File: src/rtl/muller_hs_sender.sv
// muller_hs_sender: clocked initiator for a four-phase (return-to-zero)
// bundled-data handshake into a Muller C-element pipeline stage.
// A word taken on the valid/ready side is placed on hs_data, held stable for
// SETUP_CYCLES edges, and then announced with hs_req. The block waits for the
// synchronised acknowledge to rise and fall before returning to idle.
// A watchdog bounds each acknowledge phase, and completed transfers are counted.
module muller_hs_sender #(
    parameter int DATA_W         = 4,
    parameter int SETUP_CYCLES   = 2,
    parameter int TIMEOUT_CYCLES = 1024
) (
    input  logic              wb_clk_i,
    input  logic              wb_rst_i,
    input  logic [DATA_W-1:0] in_data,
    input  logic              in_valid,
    output logic              in_ready,
    output logic              hs_req,
    output logic [DATA_W-1:0] hs_data,
    input  logic              hs_ack,
    output logic              busy,
    output logic              timeout_err,
    output logic [15:0]       xfer_count
);

    // Counter widths are sized for the largest value each counter must hold.
    // The setup counter is loaded with SETUP_CYCLES-1 and counts down to zero.
    // The watchdog counts up from zero and expires at TIMEOUT_CYCLES-1.
    localparam int CNT_W = (SETUP_CYCLES > 1) ? $clog2(SETUP_CYCLES) : 1;
    localparam int WD_W  = (TIMEOUT_CYCLES > 1) ? $clog2(TIMEOUT_CYCLES) : 1;

    localparam logic [CNT_W-1:0] SETUP_LOAD =
        CNT_W'((SETUP_CYCLES > 0) ? SETUP_CYCLES - 1 : 0);
    localparam logic [WD_W-1:0] WD_LAST =
        WD_W'((TIMEOUT_CYCLES > 0) ? TIMEOUT_CYCLES - 1 : 0);
    localparam bit HAS_SETUP = (SETUP_CYCLES > 0);
    localparam bit WD_ON     = (TIMEOUT_CYCLES > 0);

    typedef enum logic [2:0] {
        IDLE,
        SETUP,
        REQ_HI,
        REQ_LO,
        ERR
    } state_t;

    state_t            state;
    logic              ack_meta;
    logic              ack_s;
    logic [CNT_W-1:0]  setup_cnt;
    logic [WD_W-1:0]   wd_cnt;
    logic              accept;
    logic              wd_expired;

    // hs_ack comes from the asynchronous stage. Only the second flop's output is used.
    always_ff @(posedge wb_clk_i) begin
        if (wb_rst_i) begin
            ack_meta <= 1'b0;
            ack_s    <= 1'b0;
        end else begin
            ack_meta <= hs_ack;
            ack_s    <= ack_meta;
        end
    end

    // A word is only taken when idle and the stage has released its acknowledge.
    assign in_ready   = (state == IDLE) && !ack_s && !wb_rst_i;
    assign accept     = in_valid && in_ready;
    assign busy       = (state != IDLE);
    assign wd_expired = WD_ON && (wd_cnt == WD_LAST);

    // Handshake sequencer. hs_req, hs_data, the watchdog and the transfer count all live here.
    always_ff @(posedge wb_clk_i) begin
        if (wb_rst_i) begin
            state       <= IDLE;
            hs_req      <= 1'b0;
            hs_data     <= '0;
            timeout_err <= 1'b0;
            xfer_count  <= 16'h0000;
            setup_cnt   <= '0;
            wd_cnt      <= '0;
        end else begin
            case (state)
                IDLE: begin
                    if (accept) begin
                        hs_data <= in_data;
                        if (HAS_SETUP) begin
                            state     <= SETUP;
                            setup_cnt <= SETUP_LOAD;
                        end else begin
                            state  <= REQ_HI;
                            hs_req <= 1'b1;
                            wd_cnt <= '0;
                        end
                    end
                end

                SETUP: begin
                    if (setup_cnt == '0) begin
                        state  <= REQ_HI;
                        hs_req <= 1'b1;
                        wd_cnt <= '0;
                    end else begin
                        setup_cnt <= setup_cnt - CNT_W'(1);
                    end
                end

                REQ_HI: begin
                    if (ack_s) begin
                        state  <= REQ_LO;
                        hs_req <= 1'b0;
                        wd_cnt <= '0;
                    end else if (wd_expired) begin
                        state       <= ERR;
                        hs_req      <= 1'b0;
                        timeout_err <= 1'b1;
                    end else begin
                        wd_cnt <= wd_cnt + WD_W'(1);
                    end
                end

                REQ_LO: begin
                    if (!ack_s) begin
                        state      <= IDLE;
                        xfer_count <= xfer_count + 16'd1;
                    end else if (wd_expired) begin
                        state       <= ERR;
                        hs_req      <= 1'b0;
                        timeout_err <= 1'b1;
                    end else begin
                        wd_cnt <= wd_cnt + WD_W'(1);
                    end
                end

                ERR: begin
                    hs_req <= 1'b0;
                end

                default: begin
                    state  <= ERR;
                    hs_req <= 1'b0;
                end
            endcase
        end
    end

endmodule

File: config.mk
export PLATFORM = sky130hd
export DESIGN_NAME = muller_hs_sender
export DESIGN_NICKNAME = d
export VERILOG_FILES = /design/src/rtl/muller_hs_sender.sv
export SDC_FILE = /design/constraint.sdc
export NUM_CORES = 1
export LEC_CHECK = 0
export ABC_AREA = 1
export CAP_MARGIN = 10
export CORE_MARGIN = 2
export CORE_UTILIZATION = 53
export CTS_BUF_LIST = sky130_fd_sc_hd__clkbuf_8
export DETAILED_ROUTE_END_ITERATION = 10
export DONT_BUFFER_PORTS = 1
export PLACE_DENSITY = 0.73
export SYNTH_ARGS = -nofsm -noshare
export SYNTH_HDL_FRONTEND = slang
export SYNTH_SLANG_ARGS = --single-unit
File: constraint.sdc
create_clock -name wb_clk_i -period 1.84 [get_ports wb_clk_i]
set_clock_uncertainty 0.05 [all_clocks]
set_input_delay 0.368 -clock wb_clk_i [delete_from_list [all_inputs] [get_ports wb_clk_i]]
set_output_delay 0.368 -clock wb_clk_i [all_outputs]
set_load 0.005 [all_outputs]
# Word level (Yosys, flattened, before mapping)
# Cells that the tools add are included.
[word_totals]
regBits = 38
latchBits = 0
ram_bits = 0
romBits = 0
in_bits = 8
output_inout_bits = 24
word_cells = 64
n_memories = 0
[classes]
addsub = 3
n_mul = 0
n_div = 0
magnitude_cmp = 0
n_eq_ne = 9
shift = 0
n_mux = 23
n_bitwise = 3
n_reduce_logical = 17
[ops]
columns = ["op", "count"]
rows = [
  ["$mux 10", 4],
  ["$pmux 10 s3", 1],
  ["$add 16x1->16 const B", 1],
  ["$mux 3", 5],
  ["$pmux 3 s5", 1],
  ["$reduce_and 3->1", 4],
  ["$add 10x1->10 const B", 1],
  ["$eq 10x10->1 const B", 1],
  ["$mux 1", 9],
  ["$ne 2x2->1 const B", 4],
  ["$eq 3x2->1 const B", 2],
  ["$reduce_and 2->1", 3],
  ["$reduce_bool 3->1", 2],
  ["$pmux 1 s2", 2],
  ["$pmux 1 s4", 1],
  ["$reduce_bool 2->1", 2],
  ["$eq 3x1->1 const B", 1],
  ["$eq 3x3->1 const B", 1],
  ["$logic_and 1x1->1", 3],
  ["$logic_not 3->1", 1],
  ["$not 1->1", 3],
  ["$logic_not 1->1", 2],
  ["$sub 1x1->1 const B", 1],
]

# Depth between registers and ports, before layout
[logic_depth]
ltp_word = 6
ltp_mapped = 9
mapped_depth_nobuf = 9

# Worst setup path after synthesis
# Ideal clock, no wire load.
[synth_path]
kind = "flip-flop to flip-flop"
startpoint = "reg wd_cnt[0]"
endpoint = "reg state[1]"
setup_time_ps = 115
arrival_time_ps = 1370
required_time_ps = 1675
setup_slack_ps = 306
stages_incl_launch_ff = 9
n_path_buf = 1
period_less_slack_ps = 1534
cell_sequence = "dfxtp_1 -> ha_1 -> nand2_1 -> nor2_2 -> nand3b_1 -> buf_2 -> nand3_1 -> nand2_1 -> o21a_1"
[synth_between]
elab_chain_cells = 4
elab_cells_between_ends = 5
cone_classes = "eq/ne (1); mux (4)"
[synth_lines]
columns = ["item", "line", "rtl"]
rows = [
  ["start: declaration", "50", "logic [WD_W-1:0] wd_cnt;"],
  ["start signal: assignment", "117", "wd_cnt <= wd_cnt + WD_W'(1);"],
  ["start signal: assignment", "130", "wd_cnt <= wd_cnt + WD_W'(1);"],
  ["$eq 10x10->1 *", "69", "assign wd_expired = WD_ON && (wd_cnt == WD_LAST);"],
  ["$mux 3 *", "--", ""],
  ["$mux 3 (on tied branches)", "--", ""],
  ["$pmux 3 s5 *", "--", ""],
  ["end signal: assignment", "74", "state <= IDLE;"],
  ["end signal: assignment", "87", "state <= SETUP;"],
  ["end signal: assignment", "90", "state <= REQ_HI;"],
  ["end: declaration", "46", "state_t state;"],
]
# Every way passes the cells marked *; elsewhere a longest branch is shown, timed or not.
# A chain may end at the register's enable or synchronous reset.

# Worst setup path in the final report
[layout_path]
startpoint = "reg state[2]"
endpoint = "out in_ready"
[layout_between]
elab_chain_cells = 3
[layout_lines]
columns = ["item", "line", "rtl"]
rows = [
  ["$logic_not 3->1", "66", "assign in_ready = (state == IDLE) && !ack_s && !wb_rst_i;"],
  ["$logic_and 1x1->1 (2 in series)", "66", ""],
  ["end: declaration", "16", "output logic in_ready,"],
]
# Every way passes these cells.

==> qor.yml <==
outcome:
  run_status: "completed"
cts:
  cts_max_path_buffers: 2
  clock_latency_ps: 300
  cts_tree: "yes"
  clock-sinks: 38
  clk_pin_slew_ps: 90
  cts_root_buffer: "clkbuf_8"
  cts_setup_buffers: 0
  cts_resized: 0
  htreeDepth: 2
  numCtsBuffers: 5
  cts_hold_buf: 0
grt:
  grt_overflow: 0
  grt_pass1_wl_mm: 7.98
  grt_usage: 0.235
  antenna_found_initial: 0
  grt_pass1_vias: 1844
  grt_max_degree: 22
place:
  gp_congestion: 0.867
  place_hpwl_mm: 3.26
  io_buffers: 0
detailed_routing:
  viasPerCell: 5.19
  firstDrtPassIters: 6
  vias: 1957
  detail_route.iter0.violations: 103
  wl_per_cell_um: 12.1
  postRouteAntennaNets: 0
  drc: 0
  wirelength_mm: 4.57
floorplan:
  fp.dieH_um: 66.1
  rows: 22
  initial_core_util: 0.554
  fp.dieArea_um2: 4370
  die_w_um: 66.1
  pin_count: 32
  core_um2: 3690
setup_path:
  r2r_cells: 10
  worst-path-buf-inv: 1
  r2r_start: "wd_cnt[0]"
  worstPathArrival_ps: 1270
  critPathRequiredTime_ps: 1420
  endpoint_kind: "primary output"
  slowest_delay_ps: 400
  startpoint_type: "flip-flop"
  crit_start: "state[2]"
  path_max_fanout: 7
  cpLargestDelayFamily: "simple AND/OR/NAND/NOR gates"
  path_class: "reg -> out"
  cp_slowest_cell: "dfxtp_1"
  path_depth: 3
  path_cells: "inv_1 -> nand2_1 -> nor3_1"
logic_synthesis:
  synthTopCellsByArea: "dfxtp_1 37%, nand2_1 17%, nor2_1 9.5%, inv_1 7.2%, a21oi_1 5.6%"
  ys_seq_elements: 38
  yosys_warnings: 0
  synth.top_cell.area_share: 0.372
  yosysTopAreaCell: "dfxtp_1"
  avgSynthCellArea_um2: 6.39
  seq_area_frac_synth: 0.372
  synth_nets: 330
  syn_inst: 320
  syn_area_um2: 2040
  ys_types: 28
final_layout:
  antenna_cells: 0
  final_layout_size_suffix_gt1_frac: 0.0729
  final_cell_mix: "92 x nand2_1, 52 x nor2_1, 39 x inv_1, 38 x dfxtp_1, 23 x a21oi_1"
  layout_commonest_cell: "nand2_1"
  syn2layout_area_growth_pct: 10.8
  fin_nets: 338
min_path:
  hold_depth: 1
  hp-class: "in -> reg"
  hold_start: "wb_rst_i"
timing:
  fmax_ghz: 0.593
  timing.final.crit_share: 0.916
  finalSetupTns_ps: 0
  maxSlewViolCount: 0
  slew_headroom: 0.759
  rsz0062_at_grt: "no"
  setup-violations-final: 0
  worst_pin_slew_ps: 360
  final-hold-violation-count: 0
  fin_crit_ps: 1690
pwr:
  p_int_mw: 1.47
  combinationalPowerShare: 0.099
  pwr-share-seq: 0.454
  totalPowerFinal_mw: 1.94
  clockPowerShare: 0.447
  p_leak_nw: 0.822
  vdd_ir_drop_max_v: 0.000754
  power_density_nw_per_um2: 857
  p_switching_uw: 474
  netSwitchingFraction: 0.244
job:
  drv_cap: 0
## flip-flops by register name, indices dropped and copies added, names as in the netlist
register and cells:
ack_s 1, setup_cnt 1, wd_cnt 10, xfer_count 16, timeout_err 1, hs_req 1, hs_data 4, ack_meta 1
state 3
## metrics by stage
step | hold WS, ps | setup slack (ps) | std cells | utilization | area, um2
floorplan | 338 | 306 | 320 | - | 2040
global placement | 341 | 337 | 369 | 0.577 | 2130
detailed placement | 355 | 293 | 369 | 0.577 | 2130
CTS | 71.6 | 153 | 377 | 0.614 | 2260
global route | 60.8 | 70.5 | 377 | 0.614 | 2260
finish | 77.4 | 155 | 377 | 0.614 | 2260
## Yosys cell counts (all sizes together)
cell	instances
o21a	1
nand4	12
nand3	19
xnor2	2
nor2	54
a21oi	24
nand3b	2
a21boi	1
or2	1
inv	39
dfxtp	38
nor3	3
clkbuf	2
ha	2
a211oi	1
nand2	93
xor2	2
o21ai	19
buf	5
## metal layers
| layer | share of wire | global-route usage |
|---|---|---|
| met1 | 0.47 | 0.300 |
| met2 | 0.45 | 0.379 |
| met3 | 0.062 | 0.0647 |
| met4 | 0.015 | 0.0816 |
| met5 | 0 | 0 |
## power groups by stage
stage	logic, mW	clock network (mW)	registers (mW)
final	0.192	0.867	0.882
after floorplan	0.158	0	0.895
after global routing	0.219	0.919	0.887
after detailed placement	0.191	0	0.901
after global placement	0.185	0	0.900
after CTS	0.192	0.875	0.882
## path summary, 6_finish.rpt
path	slack, ps	end
min reg2reg	360	ack_s
max	150	in_ready
min	80	ack_meta
max reg2reg	280	wd_cnt[6]
## area by class of cell
type | count | area, um2
clock buffers | 5 | 68.8
clock inverters | 3 | 68.8
fillers | 375 | 1420
inverters | 39 | 146
multi-input cells | 236 | 1100
flip-flops and latches | 38 | 761
well taps | 48 | 60.1
repair buffers | 8 | 60.1
## cells by family after synthesis
logic type / Yosys count / synth area share
xor+xnor: 4 / 0.0171
buf+inv: 46 / 0.0900
compound gates: 46 / 0.124
fa+ha+maj: 2 / 0.0122
simple gates: 184 / 0.385
flops: 38 / 0.372
(Power assumes the default switching activity.)
